===== src/rtl/tt_um_nasser_hadi_latch_sched_pkg.sv =====
// Shared types and constants for the latch-write scheduler.
// Requester count, width-code field and FSM state encoding.
package tt_um_nasser_hadi_latch_sched_pkg;

  localparam int NUM_REQ = 4;
  localparam int PTR_W   = $clog2(NUM_REQ);
  localparam int W_W     = 2;

  typedef enum logic [1:0] {
    IDLE,
    SETUP,
    OPEN,
    HOLD
  } state_t;

  function automatic logic [PTR_W-1:0] oh2idx(
    input logic [NUM_REQ-1:0] oh
  );
    logic [PTR_W-1:0] idx;
    idx = '0;
    for (int i = 0; i < NUM_REQ; i++) begin
      if (oh[i]) idx = PTR_W'(i);
    end
    return idx;
  endfunction

endpackage


===== src/rtl/tt_um_nasser_hadi_latch_sched_if.sv =====
// Pin bundle between the scheduler and its environment.
// master drives the inputs, slave is the scheduler itself.
interface tt_um_nasser_hadi_latch_sched_if;

  logic       ena;
  logic [7:0] ui_in;
  logic [7:0] uio_in;
  logic [7:0] uo_out;
  logic [7:0] uio_out;
  logic [7:0] uio_oe;

  modport master (
    output ena,
    output ui_in,
    output uio_in,
    input  uo_out,
    input  uio_out,
    input  uio_oe
  );

  modport slave (
    input  ena,
    input  ui_in,
    input  uio_in,
    output uo_out,
    output uio_out,
    output uio_oe
  );

endinterface


===== src/rtl/tt_um_nasser_hadi_latch_sched_rr_arbiter.sv =====
// Round-robin pick: first set req at or after ptr, wrapping.
// N must be a power of two so the index wraps naturally.
module rr_arbiter #(
  parameter int N  = 4,
  parameter int PW = $clog2(N)
) (
  input  logic [N-1:0]  req,
  input  logic [PW-1:0] ptr,
  output logic [N-1:0]  gnt,
  output logic          valid
);

  logic [PW-1:0] idx;

  always_comb begin
    gnt   = '0;
    valid = 1'b0;
    idx   = '0;
    for (int i = 0; i < N; i++) begin
      idx = ptr + PW'(i);
      if (!valid && req[idx]) begin
        gnt[idx] = 1'b1;
        valid    = 1'b1;
      end
    end
  end

endmodule


===== src/rtl/tt_um_nasser_hadi_latch_sched.sv =====
// Shares one D latch among requesters: SETUP, OPEN for W+1
// cycles, HOLD; every output comes straight from a register.
module tt_um_nasser_hadi_latch_sched #(
  parameter int NUM_REQ = tt_um_nasser_hadi_latch_sched_pkg::NUM_REQ
) (
  input logic clk,
  input logic rst_n,
  tt_um_nasser_hadi_latch_sched_if.slave bus
);

  import tt_um_nasser_hadi_latch_sched_pkg::*;

  localparam int PW = $clog2(NUM_REQ);

  state_t             state_q;
  logic [NUM_REQ-1:0] grant_q;
  logic [NUM_REQ-1:0] shadow_q;
  logic [NUM_REQ-1:0] arb_gnt;
  logic [PW-1:0]      ptr_q;
  logic [PW-1:0]      idx_q;
  logic [PW-1:0]      win_idx;
  logic [W_W-1:0]     cnt_q;
  logic               d_q;
  logic               en_q;
  logic               busy_q;
  logic               done_q;
  logic               arb_valid;
  logic               start;
  logic               win_data;
  logic               unused_ok;

  rr_arbiter #(.N(NUM_REQ)) u_arb (
    .req   (bus.ui_in[NUM_REQ-1:0]),
    .ptr   (ptr_q),
    .gnt   (arb_gnt),
    .valid (arb_valid)
  );

  assign start     = bus.ena & arb_valid;
  assign win_idx   = oh2idx(arb_gnt);
  assign win_data  = |(arb_gnt & bus.ui_in[4 +: NUM_REQ]);
  assign unused_ok = &{1'b0, bus.uio_in[7:2]};

  assign bus.uo_out  = {done_q, busy_q, grant_q, en_q, d_q};
  assign bus.uio_out = {{(8-NUM_REQ){1'b0}}, shadow_q};
  assign bus.uio_oe  = 8'h0F;

  always_ff @(posedge clk or negedge rst_n) begin
    if (!rst_n) begin
      state_q  <= IDLE;
      grant_q  <= '0;
      shadow_q <= '0;
      ptr_q    <= '0;
      idx_q    <= '0;
      cnt_q    <= '0;
      d_q      <= 1'b0;
      en_q     <= 1'b0;
      busy_q   <= 1'b0;
      done_q   <= 1'b0;
    end else begin
      case (state_q)
        IDLE, HOLD: begin
          if (state_q == HOLD) shadow_q[idx_q] <= d_q;
          done_q <= 1'b0;
          if (start) begin
            state_q <= SETUP;
            grant_q <= arb_gnt;
            d_q     <= win_data;
            cnt_q   <= bus.uio_in[W_W-1:0];
            idx_q   <= win_idx;
            ptr_q   <= win_idx + PW'(1);
            busy_q  <= 1'b1;
          end else begin
            state_q <= IDLE;
            grant_q <= '0;
            d_q     <= 1'b0;
            busy_q  <= 1'b0;
          end
        end
        SETUP: begin
          state_q <= OPEN;
          en_q    <= 1'b1;
        end
        OPEN: begin
          // cnt_q was loaded with W, so OPEN lasts W+1 cycles
          if (cnt_q == '0) begin
            state_q <= HOLD;
            en_q    <= 1'b0;
            done_q  <= 1'b1;
          end else begin
            cnt_q <= cnt_q - W_W'(1);
          end
        end
        default: state_q <= IDLE;
      endcase
    end
  end

endmodule


===== src/flat_wrapper.sv =====
// flat-port wrapper written by rule: the top's interface ports become plain ports
module tt_um_nasser_hadi_latch_sched_flat import tt_um_nasser_hadi_latch_sched_pkg::*;
#(
  parameter int NUM_REQ = tt_um_nasser_hadi_latch_sched_pkg::NUM_REQ
)
  (clk, rst_n, bus_ena, bus_ui_in, bus_uio_in, bus_uo_out, bus_uio_out, bus_uio_oe);
  tt_um_nasser_hadi_latch_sched_if bus_i ();
  input logic clk;
  input logic rst_n;
  input wire logic [$bits(bus_i.ena)-1:0] bus_ena;
  input wire logic [$bits(bus_i.ui_in)-1:0] bus_ui_in;
  input wire logic [$bits(bus_i.uio_in)-1:0] bus_uio_in;
  output wire logic [$bits(bus_i.uo_out)-1:0] bus_uo_out;
  output wire logic [$bits(bus_i.uio_out)-1:0] bus_uio_out;
  output wire logic [$bits(bus_i.uio_oe)-1:0] bus_uio_oe;
  assign bus_i.ena = bus_ena;
  assign bus_i.ui_in = bus_ui_in;
  assign bus_i.uio_in = bus_uio_in;
  assign bus_uo_out = bus_i.uo_out;
  assign bus_uio_out = bus_i.uio_out;
  assign bus_uio_oe = bus_i.uio_oe;
  tt_um_nasser_hadi_latch_sched #(.NUM_REQ(NUM_REQ)) u_core (.clk(clk), .rst_n(rst_n), .bus(bus_i));
endmodule

===== config.mk =====
export PLATFORM = sky130hd
export DESIGN_NAME = tt_um_nasser_hadi_latch_sched_flat
export DESIGN_NICKNAME = d
export VERILOG_FILES = /design/src/rtl/tt_um_nasser_hadi_latch_sched_pkg.sv /design/src/rtl/tt_um_nasser_hadi_latch_sched_if.sv /design/src/rtl/tt_um_nasser_hadi_latch_sched_rr_arbiter.sv /design/src/rtl/tt_um_nasser_hadi_latch_sched.sv /design/src/flat_wrapper.sv
export SDC_FILE = /design/constraint.sdc
export NUM_CORES = 1
export LEC_CHECK = 0
export CAP_MARGIN = 10
export CORE_MARGIN = 3
export CORE_UTILIZATION = 68
export DETAILED_ROUTE_END_ITERATION = 12
export DONT_BUFFER_PORTS = 1
export GPL_TIMING_DRIVEN = 0
export PLACE_DENSITY = 0.84
export REMOVE_ABC_BUFFERS = 1
export SLEW_MARGIN = 20
export SYNTH_ARGS = -nofsm -noshare
export SYNTH_HDL_FRONTEND = slang
export SYNTH_SLANG_ARGS = --single-unit

===== constraint.sdc =====
create_clock -name clk -period 5.5 [get_ports clk]
set_input_delay 0.275 -clock clk [delete_from_list [all_inputs] [get_ports clk]]
set_output_delay 0.275 -clock clk [all_outputs]
set_load 0.01 [all_outputs]

==> out/metrics.cfg <==
[outcome]
status=finished, final reports clean

[synthesis]
synth_cells=179
yosysSeqAreaShare=0.313
synth_area_per_cell_um2=8.92
synth.top_cells.by_area=dfrtp_1 (31%), ha_1 (8.6%), buf_4 (7.5%)
yosys_warnings=0
synth_top_area_cell=dfrtp_1
synthArstFlopShare=1.00
syn_area_um2=1600
synth_top_area_share=0.313
synth_edf_count=0
yosysUniqueCellTypes=44
synth_seq_cells=20
synth-main-ff-cell=dfrtp_1

[cells_and_area]
fillers=149
register_area_um2=500
multi_input_area_um2=933
layout-drive-gt1-share=0.0983
instances_no_fill=200
syn_to_final_growth_pct=-1.33
num-nets-final=204
diodes=0

[detailed_routing]
post_drt_wl_per_cell_um=16.6
viasPerCell=6.39
drc=0
drt_wl_total_um=3330
drtPass1Iterations=4
initialDrtViolationCount=60
drt.antenna.violating_nets=0
dr_total_vias=1278

[critical_path]
crit_required_ns=5.70
r2r-start=u_core.ptr_q[0]$_DFFE_PN0P_
end_kind=register
reg2reg_to=u_core.ptr_q[1]$_DFFE_PN0P_
crit_fanout=13
worstSetupStartpointType=register
reg2reg_slack_ns=2.49
critical_path_arrival_ns=3.21
crit_type=reg2reg
r2r_cells=8

[sta]
rsz0062_at_grt=no
period_minus_slack_ns=3.01
tightestPinTransition_ns=0.867
drv_slew=0
setup_violations=0
slew_headroom=0.420
finalHoldViolations=0
fin_crit_sh=0.547
skew_ns=0.00138
setup_tns_ns=0
fmax_ghz=0.332

[cts]
numClockSinks=20
clock_path_buffers=2
clkLatencyLatePin_ns=0.30
post_cts_resized=0
cts_root_buffer=clkbuf_4
clkTransAtPathRegs_ns=0.12
cts_tree=yes
cts_htree_levels=1
numCtsBuffers=3

[worst_hold_path]
hp-class=in2reg
holdPathEnd=u_core.d_q$_DFFE_PN0N_
hold_depth=2
hp-start=bus_ui_in[4]

[global_route]
grt_pass1_wl_um=5350
overflow=0
antenna_found_initial=0
grtUsageTotal=0.251
grt_max_degree=21
grt_pass1_vias=1168

[die]
die_w_um=54.5
io_pins=43
rows=16
die_area_um2=2970
die_y_um=54.5
start_util=0.767
core_um2=2080

[power]
ir_drop_v=0.000398
leakage_nw=0.712
power_density_nw_per_um2=607

[place]
dp_hpwl_um=2470
port_buffers=0
gp_congestion=0.906
placedCellCount=195

[run]
drv_cap=0

==> per-layer routing <==
layer  vias up  GRT usage  part of all wire
met2        77      0.378              0.44
met3        15     0.0599              0.11
li1        597          -                 -
met1       589      0.353              0.43
met5         -          0                 0
met4         0     0.0830             0.021
==> power by group <==
part | switching (mW) | total, mW | internal, mW
sequential | 0.0858 | 0.293 | 0.207
clock | 0.0494 | 0.123 | 0.0736
combinational | 0.319 | 0.540 | 0.221
total | 0.454 | 0.956 | 0.502
==> logic make-up (layout without fill, tap and decap cells) <==
logic type,count (synthesis),in the layout,share of synthesized area
AOI/OAI and AO/OA,45,45,0.204
DFF,20,20,0.313
and+or+nand+nor,60,60,0.191
muxes,8,8,0.0752
other,2,12,0.00470
adders and majority gates,11,11,0.0862
buffers and inverters,33,17,0.125
==> metrics by stage <==
step | utilization | total power, mW | hold slack, ns | worst slack, ns | cell area [um2]
floorplan | - | 0.706 | -0.0206 | 3.01 | 1480
global placement | 0.727 | 0.798 | -0.0201 | 2.68 | 1510
detailed placement | 0.727 | 0.824 | -0.0202 | 2.56 | 1510
CTS | 0.757 | 0.951 | 0.144 | 2.52 | 1580
global route | 0.757 | 1.03 | 0.153 | 2.26 | 1580
finish | 0.757 | 0.956 | 0.148 | 2.49 | 1580
==> repair_timing <==
action / CTS / global route
hold endpoints to repair: 20 / 0
hold buffers: 1 / 0
setup buffers: 0 / 0
==> Yosys cell counts, types with 2 or more instances <==
cell type	n
nand3_1	3
nand2b_1	4
ha_1	11
o22ai_1	9
o21ai_0	8
conb_1	2
nor2_1	14
mux2i_2	2
and3_1	6
o21ai_1	4
a211oi_1	2
o22a_1	2
nand3b_1	2
a22o_1	3
mux2i_4	2
mux2_2	2
buf_6	2
nor3b_1	3
nor2b_1	2
inv_1	12
buf_4	16
a21oi_1	5
dfrtp_1	20
a2111oi_2	3
nor3_1	5
a21o_1	2
nand2_1	16
==> area by class of cell <==
| cell class | count | share of cell area |
|---|---|---|
| Multi-Input combinational cell | 136 | 0.593 |
| Inverter | 12 | 0.0286 |
| Tap cell | 27 | 0.0214 |
| Clock inverter | 1 | 0.0191 |
| Sequential cell | 20 | 0.318 |
| Timing Repair Buffer | 1 | 0.00635 |
| Clock buffer | 3 | 0.0143 |
==> registers in the layout, summed over array words and instances (netlist names) <==
signal,flops
u_core.grant_q,4
u_core.en_q,1
u_core.state_q,2
u_core.busy_q,1
u_core.idx_q,2
u_core.d_q,1
u_core.done_q,1
u_core.ptr_q,2
u_core.cnt_q,2
u_core.shadow_q,4
==> layout by cell type, fill, tap and decap left out, drive strengths merged, types with 2 or more instances in the layout <==
| master | netlist | layout |
|---|---|---|
| a2111oi | 4 | 4 |
| a211oi | 3 | 3 |
| a21o | 2 | 2 |
| a21oi | 5 | 5 |
| a22o | 3 | 3 |
| and3 | 6 | 6 |
| clkbuf | 1 | 3 |
| conb | 2 | 12 |
| dfrtp | 20 | 20 |
| ha | 11 | 11 |
| inv | 12 | 12 |
| mux2 | 3 | 3 |
| mux2i | 5 | 5 |
| nand2 | 16 | 16 |
| nand2b | 4 | 4 |
| nand3 | 3 | 3 |
| nand3b | 2 | 2 |
| nor2 | 14 | 14 |
| nor2b | 2 | 2 |
| nor3 | 5 | 5 |
| nor3b | 3 | 3 |
| o21ai | 12 | 12 |
| o22a | 2 | 2 |
| o22ai | 10 | 10 |
==> worst max-delay path by stage <==
stage                                      from                           to  slack [ns]  depth (start not counted)
floorplan           u_core.ptr_q[0]$_DFFE_PN0P_  u_core.ptr_q[0]$_DFFE_PN0P_        3.01                          8
CTS                 u_core.ptr_q[0]$_DFFE_PN0P_  u_core.ptr_q[1]$_DFFE_PN0P_        2.52                          8
global placement    u_core.ptr_q[0]$_DFFE_PN0P_  u_core.ptr_q[0]$_DFFE_PN0P_        2.68                          8
detailed placement  u_core.ptr_q[0]$_DFFE_PN0P_  u_core.ptr_q[1]$_DFFE_PN0P_        2.56                          8
finish              u_core.ptr_q[0]$_DFFE_PN0P_  u_core.ptr_q[1]$_DFFE_PN0P_        2.49                          8
global route        u_core.ptr_q[0]$_DFFE_PN0P_  u_core.ptr_q[1]$_DFFE_PN0P_        2.26                          8
==> worst max-delay path, stage by stage (launching register included) <==
cell	delay [ns]
dfrtp_1	0.77
inv_1	0.22
ha_1	0.50
nor4_1	0.35
nand3_1	0.10
and3_1	0.28
o22ai_1	0.32
nor2_1	0.09
o31ai_1	0.27
No activity file was read; power rests on OpenSTA's default activity.
